**config.mk**
```make
export PLATFORM = sky130hd
export DESIGN_NAME = serial_adder_flat
export DESIGN_NICKNAME = d
export VERILOG_FILES = /design/src/rtl/serial_adder_if.sv /design/src/rtl/serial_adder.sv /design/src/flat_wrapper.sv
export SDC_FILE = /design/constraint.sdc
export NUM_CORES = 1
export LEC_CHECK = 0
export ABC_CLOCK_PERIOD_IN_PS = 1400
export BUFFER_PORTS_ARGS = -buffer_cell sky130_fd_sc_hd__clkbuf_2
export CAP_MARGIN = 20
export CORE_ASPECT_RATIO = 1.75
export CORE_UTILIZATION = 50
export CTS_CLUSTER_SIZE = 40
export DETAILED_ROUTE_END_ITERATION = 8
export PLACE_DENSITY_LB_ADDON = 0.25
export SLEW_MARGIN = 10
export SYNTH_ARGS = -nofsm -noshare
export SYNTH_HDL_FRONTEND = slang
export SYNTH_SLANG_ARGS = --single-unit
```
**constraint.sdc**
```tcl
create_clock -name clk_i -period 1.4 [get_ports clk_i]
set_input_delay 0.14 -clock clk_i [delete_from_list [all_inputs] [get_ports clk_i]]
set_output_delay 0.14 -clock clk_i [all_outputs]
set_load 0.02 [all_outputs]
```
**src/rtl/serial_adder_if.sv**
```systemverilog
// serial_adder_if: start/operand/result bundle for the bit-serial adder.
// The ovf_o member exists only when SERIAL_ADDER_OVF_EN is defined.
interface serial_adder_if #(
  parameter int unsigned WIDTH = 8
);
  logic             start_i;
  logic [WIDTH-1:0] a_i;
  logic [WIDTH-1:0] b_i;
  logic             cin_i;
  logic             busy_o;
  logic             done_o;
  logic [WIDTH-1:0] sum_o;
  logic             cout_o;
`ifdef SERIAL_ADDER_OVF_EN
  logic             ovf_o;
`endif

  // Requester side: drives the operands, observes status and result.
  modport master (
    output start_i, a_i, b_i, cin_i,
    input  busy_o, done_o, sum_o, cout_o
`ifdef SERIAL_ADDER_OVF_EN
    , input ovf_o
`endif
  );

  // Adder side.
  modport slave (
    input  start_i, a_i, b_i, cin_i,
    output busy_o, done_o, sum_o, cout_o
`ifdef SERIAL_ADDER_OVF_EN
    , output ovf_o
`endif
  );
endinterface

```
**src/rtl/serial_adder.sv**
```systemverilog
// serial_adder: bit-serial ripple adder, LSB first, one registered full-adder
// cell. {cout, sum} = a + b + cin after WIDTH shift cycles.
// Optional feature macro: SERIAL_ADDER_OVF_EN adds the signed-overflow flag.
module serial_adder #(
  parameter int unsigned WIDTH = 8
) (
  input logic           clk_i,
  input logic           rst_n,
  serial_adder_if.slave bus
);

  localparam int unsigned CW = $clog2(WIDTH);

  localparam logic [1:0] ST_IDLE  = 2'd0;
  localparam logic [1:0] ST_SHIFT = 2'd1;
  localparam logic [1:0] ST_DONE  = 2'd2;

  logic [1:0]       state_q, state_d;
  logic [WIDTH-1:0] a_q, a_d;
  logic [WIDTH-1:0] b_q, b_d;
  logic             c_q, c_d;
  logic [CW-1:0]    cnt_q, cnt_d;
  logic [WIDTH-1:0] psum_q, psum_d;
  logic [WIDTH-1:0] sum_q, sum_d;
  logic             cout_q, cout_d;
`ifdef SERIAL_ADDER_OVF_EN
  logic             ovf_q, ovf_d;
`endif

  logic ha1_s, ha1_c, ha2_c;
  logic fa_s, fa_c;

  // Full-adder cell built as two half adders plus an OR.
  always_comb begin
    ha1_s = a_q[0] ^ b_q[0];
    ha1_c = a_q[0] & b_q[0];
    fa_s  = ha1_s ^ c_q;
    ha2_c = ha1_s & c_q;
    fa_c  = ha1_c | ha2_c;
  end

  // Next-state logic: operand capture, serial shift and result commit.
  always_comb begin
    state_d = state_q;
    a_d     = a_q;
    b_d     = b_q;
    c_d     = c_q;
    cnt_d   = cnt_q;
    psum_d  = psum_q;
    sum_d   = sum_q;
    cout_d  = cout_q;
`ifdef SERIAL_ADDER_OVF_EN
    ovf_d   = ovf_q;
`endif
    case (state_q)
      ST_IDLE, ST_DONE: begin
        if (bus.start_i) begin
          a_d     = bus.a_i;
          b_d     = bus.b_i;
          c_d     = bus.cin_i;
          cnt_d   = '0;
          psum_d  = '0;
          state_d = ST_SHIFT;
        end else begin
          state_d = ST_IDLE;
        end
      end
      ST_SHIFT: begin
        a_d    = a_q >> 1;
        b_d    = b_q >> 1;
        c_d    = fa_c;
        cnt_d  = cnt_q + 1'b1;
        // New sum bit enters at the MSB; after WIDTH shifts bit 0 holds s0.
        psum_d = (psum_q >> 1) | {fa_s, {(WIDTH-1){1'b0}}};
        if (cnt_q == CW'(WIDTH - 1)) begin
          sum_d   = psum_d;
          cout_d  = fa_c;
`ifdef SERIAL_ADDER_OVF_EN
          // c_q is the carry into the MSB cell on this final cycle.
          ovf_d   = c_q ^ fa_c;
`endif
          cnt_d   = '0;
          state_d = ST_DONE;
        end
      end
      default: state_d = ST_IDLE;
    endcase
  end

  // State and datapath registers; reset discards any in-flight operation.
  always_ff @(posedge clk_i or negedge rst_n) begin
    if (!rst_n) begin
      state_q <= ST_IDLE;
      a_q     <= '0;
      b_q     <= '0;
      c_q     <= 1'b0;
      cnt_q   <= '0;
      psum_q  <= '0;
      sum_q   <= '0;
      cout_q  <= 1'b0;
`ifdef SERIAL_ADDER_OVF_EN
      ovf_q   <= 1'b0;
`endif
    end else begin
      state_q <= state_d;
      a_q     <= a_d;
      b_q     <= b_d;
      c_q     <= c_d;
      cnt_q   <= cnt_d;
      psum_q  <= psum_d;
      sum_q   <= sum_d;
      cout_q  <= cout_d;
`ifdef SERIAL_ADDER_OVF_EN
      ovf_q   <= ovf_d;
`endif
    end
  end

  assign bus.busy_o = (state_q == ST_SHIFT);
  assign bus.done_o = (state_q == ST_DONE);
  assign bus.sum_o  = sum_q;
  assign bus.cout_o = cout_q;
`ifdef SERIAL_ADDER_OVF_EN
  assign bus.ovf_o  = ovf_q;
`endif

endmodule

```
**src/flat_wrapper.sv**
```systemverilog
// flat-port wrapper written by rule: the top's interface ports become plain ports
module serial_adder_flat 
#(
  parameter int unsigned WIDTH = 8
)
  (clk_i, rst_n, bus_start_i, bus_a_i, bus_b_i, bus_cin_i, bus_busy_o, bus_done_o, bus_sum_o, bus_cout_o);
  serial_adder_if #(.WIDTH(WIDTH)) bus_i ();
  input logic clk_i;
  input logic rst_n;
  input wire logic [$bits(bus_i.start_i)-1:0] bus_start_i;
  input wire logic [$bits(bus_i.a_i)-1:0] bus_a_i;
  input wire logic [$bits(bus_i.b_i)-1:0] bus_b_i;
  input wire logic [$bits(bus_i.cin_i)-1:0] bus_cin_i;
  output wire logic [$bits(bus_i.busy_o)-1:0] bus_busy_o;
  output wire logic [$bits(bus_i.done_o)-1:0] bus_done_o;
  output wire logic [$bits(bus_i.sum_o)-1:0] bus_sum_o;
  output wire logic [$bits(bus_i.cout_o)-1:0] bus_cout_o;
  assign bus_i.start_i = bus_start_i;
  assign bus_i.a_i = bus_a_i;
  assign bus_i.b_i = bus_b_i;
  assign bus_i.cin_i = bus_cin_i;
  assign bus_busy_o = bus_i.busy_o;
  assign bus_done_o = bus_i.done_o;
  assign bus_sum_o = bus_i.sum_o;
  assign bus_cout_o = bus_i.cout_o;
  serial_adder #(.WIDTH(WIDTH)) u_core (.clk_i(clk_i), .rst_n(rst_n), .bus(bus_i));
endmodule
```
# Word-level counts from Yosys, hierarchy flattened
# Cells that the tools add are included.
[classes]
add_sub_neg = 1
n_eq_ne = 5
reduce_logical = 5
muxes = 14
bitwise = 6
[ops]
columns = ["cell", "n"]
rows = [
  ["one-hot mux 8 bit (2 select lines)", 3],
  ["two-way mux 8 bit", 3],
  ["bitwise OR 7 x 8 -> 8 bit", 1],
  ["two-way mux 3 bit", 2],
  ["one-hot mux 3 bit (2 select lines)", 1],
  ["one-hot mux 2 bit (2 select lines)", 1],
  ["AND reduction 2 bit", 2],
  ["adder 3 x 1 -> 3 bit (second input constant)", 1],
  ["equality test 3 bit (second input constant)", 1],
  ["AND 1 bit", 2],
  ["equality test 2 x 1 -> 1 bit (second input constant)", 1],
  ["equality test 2 bit (second input constant)", 1],
  ["zero test 2 bit", 1],
  ["two-way mux 1 bit", 2],
  ["two-way mux 2 bit", 1],
  ["inequality test 2 x 1 -> 1 bit (second input constant)", 1],
  ["inequality test 2 bit (second input constant)", 1],
  ["one-hot mux 1 bit (2 select lines)", 1],
  ["nonzero test 2 bit", 1],
  ["OR reduction 2 bit", 1],
  ["bitwise XOR 1 bit", 2],
  ["bitwise OR 1 bit", 1],
]
[word_totals]
word_cells = 39
register_bits = 39

# Longest topological paths before layout
# Gate-level depths: netlist (run 1).
[logic_depth]
ltp_word = 4
mapped_depth = 5

# Least setup slack after synthesis (run 1)
# No wires, ideal clock.
[synth_path]
path_kind = "register to register"
start = "register u_core.cnt_q[0]"
end = "register u_core.cout_q (netlist: u_core.bus.cout_o)"
setup_slack_ps = -42
path_buffers = 1
path_stages_with_launch = 6
t_arrival_ps = 1317
path_cell_list = "dfrtp_1 > ha_1 > ha_1 > nand3b_1 > buf_4 > mux2_2"
[synth_between]
elab_chain_len = 2
[synth_rtl]
columns = ["item", "line_no", "source"]
rows = [
  ["start: declaration", "serial_adder.sv:22", "logic [CW-1:0] cnt_q, cnt_d;"],
  ["start signal: assignment", "serial_adder.sv:109", "cnt_q <= cnt_d;"],
  ["equality test 3 bit", "serial_adder.sv:75", "if (cnt_q == CW'(WIDTH - 1)) begin"],
  ["AND reduction 2 bit (no source line)", "n/a", ""],
  ["end signal: assignment", "serial_adder.sv:112", "cout_q <= cout_d;"],
  ["end: declaration", "serial_adder.sv:25", "logic cout_q, cout_d;"],
]
# Every way passes these cells.
# A chain may end at the register's enable or synchronous reset.

# Worst setup path after layout (run 1)
[layout_path]
start = "register u_core.cnt_q[0]"
end = "register u_core.sum_q[3] (netlist: u_core.bus.sum_o[3])"
[layout_between]
elab_chain_len = 2
[layout_rtl]
columns = ["item", "line_no", "source"]
rows = [
  ["equality test 3 bit", "serial_adder.sv:75", ""],
  ["AND reduction 2 bit (no source line)", "n/a", ""],
  ["end signal: assignment", "serial_adder.sv:111", "sum_q <= sum_d;"],
  ["end: declaration", "serial_adder.sv:24", "logic [WIDTH-1:0] sum_q, sum_d;"],
]
# Every way passes these cells.

==> results of run 1 <==
routing by layer:
layer | vias up | share of wire, % | global-route usage (%) | wire length [um]
met5 | - | 0 | 0 | 0
met4 | 0 | 1.5 | 7.22 | 55
met3 | 5 | 3.5 | 5.28 | 129
met2 | 25 | 55 | 38.1 | 2070
met1 | 641 | 40 | 23.2 | 1480
li1 | 611 | - | - | -
what timing repair did:
| item | CTS | global route |
|---|---|---|
| buffers inserted | 1 | 5 |
| pin swaps | 3 | 2 |
| hold buffers | 1 | 0 |
| resized for setup | 14 | 7 |
| setup endpoints to repair | 14 | 14 |
| hold endpoints to repair | 38 | 0 |
power by group:
group	leakage, nW	internal, W	switching, W
combinational	0.726	0.00128	0.000913
sequential	0.487	0.00154	0.000354
clock	0.0431	0.000379	0.000353
cells by family (layout without fill, tap and decap cells):
group,Yosys count,in the layout,share of synthesized area [%]
compound gates,13,13,5.79
fa+ha+maj,3,3,2.34
buf+inv,11,61,4.04
flops,38,38,49.5
mux,66,66,35.6
simple gates,9,9,2.73
cell usage in the layout, fill, tap and decap left out, types with 2 or more instances in the layout:
| cell type | n |
|---|---|
| buf_6 | 2 |
| clkbuf_8 | 6 |
| dfrtp_2 | 2 |
| nand3_1 | 2 |
| buf_4 | 18 |
| mux2_4 | 9 |
| buf_12 | 2 |
| mux2i_1 | 47 |
| dfrtp_1 | 36 |
| o21ai_0 | 2 |
| clkbuf_2 | 29 |
| nor2b_1 | 3 |
| mux2_2 | 10 |
| a22o_1 | 9 |
worst max-delay path by stage:
stage / end / cells past startpoint
final: u_core.bus.sum_o[3] / 5
after global routing: u_core.bus.sum_o[3] / 5
after CTS: u_core.psum_q[7] / 3
after detailed placement: u_core.psum_q[7] / 3
after global placement: u_core.bus.sum_o[1] / 5
after floorplan: u_core.psum_q[7] / 3
state kept, by name (all words and copies together) (netlist names):
register and count:
u_core.a_q 8, u_core.b_q 8, u_core.bus.cout_o 1, u_core.bus.sum_o 8, u_core.c_q 1, u_core.cnt_q 3
u_core.psum_q 7, u_core.state_q 2
area by class of cell:
class                      count  area, um2
clock buffer                   6       82.6
fill                         289       1250
inverter                       1       3.75
multi-input combinational     91        947
sequential                    38        953
tap                           46       57.6
timing repair buffer          54        373
stage by stage:
step / hold WS, ps / power (W) / std cells / TNS [ps] / utilization [%]
2_1_floorplan: -156 / 0.00323 / 140 / -12.8 / -
3_3_place_gp: 205 / 0.00367 / 223 / -110 / 60.1
3_5_place_dp: 212 / 0.00384 / 223 / -381 / 60.1
4_1_cts: 145 / 0.00473 / 231 / -402 / 64.3
5_1_grt: 153 / 0.00515 / 236 / -836 / 66.0
6_report: 139 / 0.00482 / 236 / -465 / 66.0
worst min-delay path: cells and delay by family:
kind                   cells  cell delay, ps
buffers and inverters      1              70
multiplexers               2             160
==> summary.md, run 1 <==
| Metric | Value |
|---|---|
| Drt pass-1 iters | 3 |
| Area delta synth->final | 25.8% |
| Asr flop ratio synth | 100% |
| Setup-failing EPs final | 10 |
| Arrival @ worst endpoint | 1630 ps |
| Slew margin rel. | 67.8% |
| Mean Syn Cell Area | ~14 um2 |
| Wire length per cell | 15.8 um |
| Worst setup path startpoint | u_core.cnt_q[0] |
| Post-synth EDFFs | 0 |
| Sequential area share after synthesis | between 40 and 50% |
| Synth top area cells | dfrtp_1 49%, mux2i_1 24%, mux2_2 11% |
| Grt ovf | 0 |
| Vias | 1282 |
| Setup Crit Path Kind | reg2reg |
| CP max stage delay | 390 ps |
| Hold Path End | u_core.b_q[2] |
| N_diodes | 0 |
| Via density | 5.43 |
| First-pass GRT wire length | approximately 6.5 mm |
| Share of layout cells above drive strength 1 | 44.7% |
| Post-Syn Nets | 163 |
| Drc violations | 0 |
| Clk Latency, worst-skew pair | 290 ps |
| Crit share post-route | 104% |
| Final Critical Period | 1460 ps |
| Worst r2r path cells | 5 |
| FF-to-FF Start | u_core.cnt_q[0] |
| Dpl cell area | 0.00220 mm2 |
| Required @ worst endpoint | around 1600 ps |
| DPL Wire Length | around 2.7 mm |
| CTS buffer count | 5 |
| Worst-Margin Slew | 482 ps |
| Final hold violation count | 0 |
| Worst slack, placed | -50.5 ps |
| Static leakage | 1.26 nW |
| Max Cap Viol | 0 |
| Post-DRT Antenna Nets | 0 |
| Crit-path slowest cell | dfrtp_1 |
| GP Congestion | 0.747 |
| Skew final | between 2 and 2.5 ps |
| GRT Overall Usage | 21.0% |
| Synthesized flop and latch total | 38 |
| Worst hold path cell count | 3 |
| Crit. End Element | register |
| Setup ws final | -55.4 ps |
| CTS root buf | clkbuf_8 |
| Top cell type's share of synthesized area | between 40% and 50% |
| Final Cell Area | around 0.0024 mm2 |
| Reg-to-reg slack, setup | -60 ps |
| Most common cell in the netlist | mux2i_1 |
| Nets | 214 |
| 1st-iter DRT viols | 6 |
| CP Max Fanout | 5 |
| Cell Rows | 29 |
| Final-report max-slew violation count | 0 |
| Max VDD drop | between 0.001 and 0.0015 V |
| Clock Pin Slew Worst Setup and Hold Paths | 70 ps |
| Hold_sp | bus_b_i[2] |
| Largest net degree at the start of global routing | 39 |
| # clock sinks | 38 |
| R2R Path End | u_core.bus.sum_o[3] |
| Vias in the first global route | roughly 1400 |
| CP Launch Type | register |
| Synth cell types | 21 |
| Class of the worst hold path | in2reg |
| Die ar. | 0.00411 mm2 |
| Starting Density | around 52% |
| Die Ht | 84.0 um |
| PwrDens | between 1500 and 2000 mW/mm2 |
| Post-synth top cells | 47 x mux2i_1, 38 x dfrtp_1, 19 x mux2_2 |
| Initial antenna violation count | 0 |
| Deepest clock path buffer count | 2 |
| Final WL | between 3 and 4 mm |
| CP top delay family | flip-flops |
| TritonCTS clock tree | done |
| RSZ-0062 raised after global routing | true |
| Cells after Synth | 140 |
| Die width | slightly below 50 um |
| Status | complete, but fails checks |
| CP Cell Sequence | ha_2 -> ha_4 -> nand3b_1 -> buf_6 -> mux2_4 |
| Primary FF master, synth | dfrtp_1 |
| Failing checks | setup timing |
| Synthesis Warnings | 0 |
| Port Buffers | 30 |
| Fmax | roughly 0.69 GHz |
| I/O pin cnt | 31 |
| Cell accounting for the most synthesized area | dfrtp_1 |
| Syn Std Cell Area | 0.00192 mm2 |
| H-tree levels | 2 |
| Core area | between 0.003 and 0.004 mm2 |
| Buf+Inv Stages, Crit Path | 1 |
Note: power is estimated with default switching activity, not from simulation.
==> run 2: changes to the inputs <==
--- a/config.mk
+++ b/config.mk
@@ -12,6 +12,7 @@
 export CORE_UTILIZATION = 50
 export CTS_CLUSTER_SIZE = 40
 export DETAILED_ROUTE_END_ITERATION = 8
+export MAX_ROUTING_LAYER = met4
 export PLACE_DENSITY_LB_ADDON = 0.25
 export SLEW_MARGIN = 10
 export SYNTH_ARGS = -nofsm -noshare
==> run 2 against run 1 <==
Effect of this change: the run still ends with setup timing left; via count increased by 0.55%; setup slack gained 0.95 ps; hold slack hardly changed; non-clock buffer count unchanged; cell count unchanged; largest power group unchanged.
==> summary.md, run 2 (synthesized netlist as in run 1, its figures left out) <==
| Metric | Value |
|---|---|
| Finished Core Util | 66.0% (unchanged) |
| Total Power | 0.00482 W (about the same) |
| Class of the worst hold path | in2reg |
| Worst r2r path cells | 5 (unchanged) |
| Max Cap Viol | 0 (unchanged) |
| Die width | 48.9 um (unchanged) |
| Crit-path slowest cell | dfrtp_1 |
| R2R Path End | u_core.bus.sum_o[3] |
| CP max stage delay | 390 ps (about the same) |
| Wire length per cell | 15.8 um (+0.11%) |
| Crit share post-route | 104% (about the same) |
| Skew final | 2.04 ps (-0.0927 ps) |
| Vias in the first global route | 1403 (-0.071%) |
| Sw Pwr | 0.00162 W (about the same) |
| Slew margin rel. | 67.7% (-0.12 points) |
| Core area | 0.00366 mm2 (unchanged) |
| Clk Latency, worst-skew pair | 290 ps (about the same) |
| FF-to-FF Start | u_core.cnt_q[0] |
| Worst slack, placed | -50.5 ps (unchanged) |
| N_diodes | 0 (unchanged) |
| WHS | 139 ps (+0.0680 ps) |
| Hold_sp | bus_b_i[2] |
| Via density | 5.46 (+0.55%) |
| Fmax | 0.688 GHz (about the same) |
| First-pass GRT wire length | 6.53 mm (-0.11%) |
| CTS root buf | clkbuf_8 |
| Final Critical Period | 1450 ps (-0.950 ps) |
| Worst-Margin Slew | 484 ps (+1.86 ps) |
| Final WL | 3.73 mm (+0.11%) |
| Sw frac | 33.6% (about the same) |
| Post-route met1 wirelength | 1.50 mm (+1.7%) |
| Arrival @ worst endpoint | 1630 ps (about the same) |
| Failing checks | setup timing |
| PwrDens | 1990 mW/mm2 (about the same) |
| H-tree levels | 2 (unchanged) |
| Nets | 214 (unchanged) |
| Static leakage | 1.26 nW (unchanged) |
| TritonCTS clock tree | done |
| Largest net degree at the start of global routing | 39 (unchanged) |
| Reg-to-reg slack, setup | -50 ps (about the same) |
| Grt ovf | 0 (unchanged) |
| Setup TNS | -455 ps (+9.64 ps) |
| Setup ws final | -54.4 ps (+0.949 ps) |
| Vias | 1289 (+0.55%) |
| Die ar. | 0.00411 mm2 (unchanged) |
| Highest metal used | met4 |
| Sequential share of power | 39.4% (about the same) |
| 1st-iter DRT viols | 8 (+2) |
| CP Max Fanout | 5 (unchanged) |
| Drt pass-1 iters | 3 (unchanged) |
| Final-report max-slew violation count | 0 (unchanged) |
| Commonest non-fill, non-tap cell in the layout | mux2i_1 |
| Commonest cells after routing, fill and taps aside | 47 x mux2i_1, 36 x dfrtp_1, 29 x clkbuf_2 |
| Port Buffers | 30 (unchanged) |
| Initial antenna violation count | 0 (unchanged) |
| Deepest clock path buffer count | 2 (unchanged) |
| Post-DRT Antenna Nets | 0 (unchanged) |
| DPL Wire Length | 2.66 mm (unchanged) |
| CP Launch Type | register |
| Status | complete, but fails checks |
| Starting Density | 52.4% (unchanged) |
| Area delta synth->final | 25.8% (unchanged) |
| Max VDD drop | 0.00120 V (about the same) |
| CTS buffer count | 5 (unchanged) |
| GP Congestion | 0.756 (+1.3%) |
| CP Cell Sequence | ha_2 -> ha_4 -> nand3b_1 -> buf_6 -> mux2_4 |
| Worst hold path cell count | 3 (unchanged) |
| Setup Crit Path Kind | reg2reg |
| GRT Overall Usage | 21.6% (+0.59 points) |
| Met2 wire length | 2.06 mm (-0.34%) |
| Clock power frac | 15.2% (about the same) |
| Gate power share | 45.4% (about the same) |
| Drc violations | 0 (unchanged) |
| DR WL met3 | 116 um (-10%) |
| RSZ-0062 raised after global routing | true |
| Die Ht | 84.0 um (unchanged) |
| Required @ worst endpoint | 1570 ps (about the same) |
| Clock Pin Slew Worst Setup and Hold Paths | 70 ps (about the same) |
| Final hold violation count | 0 (unchanged) |
| Cell Rows | 29 (unchanged) |
| Hold Path End | u_core.b_q[2] |
| Crit. End Element | register |
| Share of layout cells above drive strength 1 | 44.7% (unchanged) |
| # clock sinks | 38 (unchanged) |
| Setup-failing EPs final | 10 (unchanged) |
| Internal | 0.00320 W (about the same) |
| I/O pin cnt | 31 (unchanged) |
-- run 2: cell counts in the layout (fill, tap and decap cells not counted) --
No cell type changed its count.
-- run 2: how the worst max path moves through the flow --
stage                                from                  end  slack, ps  depth (start not counted)
after floorplan                u_core.c_q     u_core.psum_q[7]        -10                          3
after global placement    u_core.cnt_q[0]  u_core.bus.sum_o[1]        -10                          5
after detailed placement       u_core.c_q     u_core.psum_q[7]        -50                          3
after CTS                      u_core.c_q     u_core.psum_q[7]        -50                          3
after global routing      u_core.cnt_q[0]  u_core.bus.sum_o[3]        -90                          5
final                     u_core.cnt_q[0]  u_core.bus.sum_o[3]        -50                          5
-- run 2: layout make-up --
cell class / instances / area (um2)
well taps: 46 / 57.6
fillers: 289 / 1250
clock buffers: 6 / 82.6
multi-input cells: 91 / 947
flip-flops and latches: 38 / 953
repair buffers: 54 / 373
inverters: 1 / 3.75
-- run 2: critical path, delay by kind of cell, from the launching register on --
| family | cells | cell delay, ps |
|---|---|---|
| adders and majority gates | 2 | 360 |
| buffers and inverters | 1 | 160 |
| DFF | 1 | 390 |
| muxes | 1 | 300 |
| and+or+nand+nor | 1 | 130 |
-- run 2: repair_timing --
action / in CTS / in global routing
endpoints found under the setup margin: 14 / 14
setup buffers: 1 / 5
gates resized for setup: 14 / 7
hold buffers: 1 / 0
pin swaps: 3 / 2
hold endpoints to repair: 38 / 0
-- run 2: through the flow --
stage	area [um2]	cells
after floorplan	1930	140
after global routing	2420	236
final	2420	236
after detailed placement	2200	223
after CTS	2360	231
after global placement	2200	223
-- run 2: per-layer routing --
layer | vias up | GRT usage [%]
met3 | 5 | 4.92
li1 | 615 | -
met5 | - | -
met2 | 25 | 38.5
met4 | 0 | 7.22
met1 | 644 | 23.0
-- run 2: power by group through the flow --
| stage | clock, W | combinational [W] | sequential, W |
|---|---|---|---|
| final | 0.000732 | 0.00219 | 0.00190 |
| after global placement | 0 | 0.00182 | 0.00185 |
| after CTS | 0.000742 | 0.00209 | 0.00190 |
| after global routing | 0.000786 | 0.00240 | 0.00196 |
| after detailed placement | 0 | 0.00194 | 0.00190 |
| after floorplan | 0 | 0.00130 | 0.00192 |
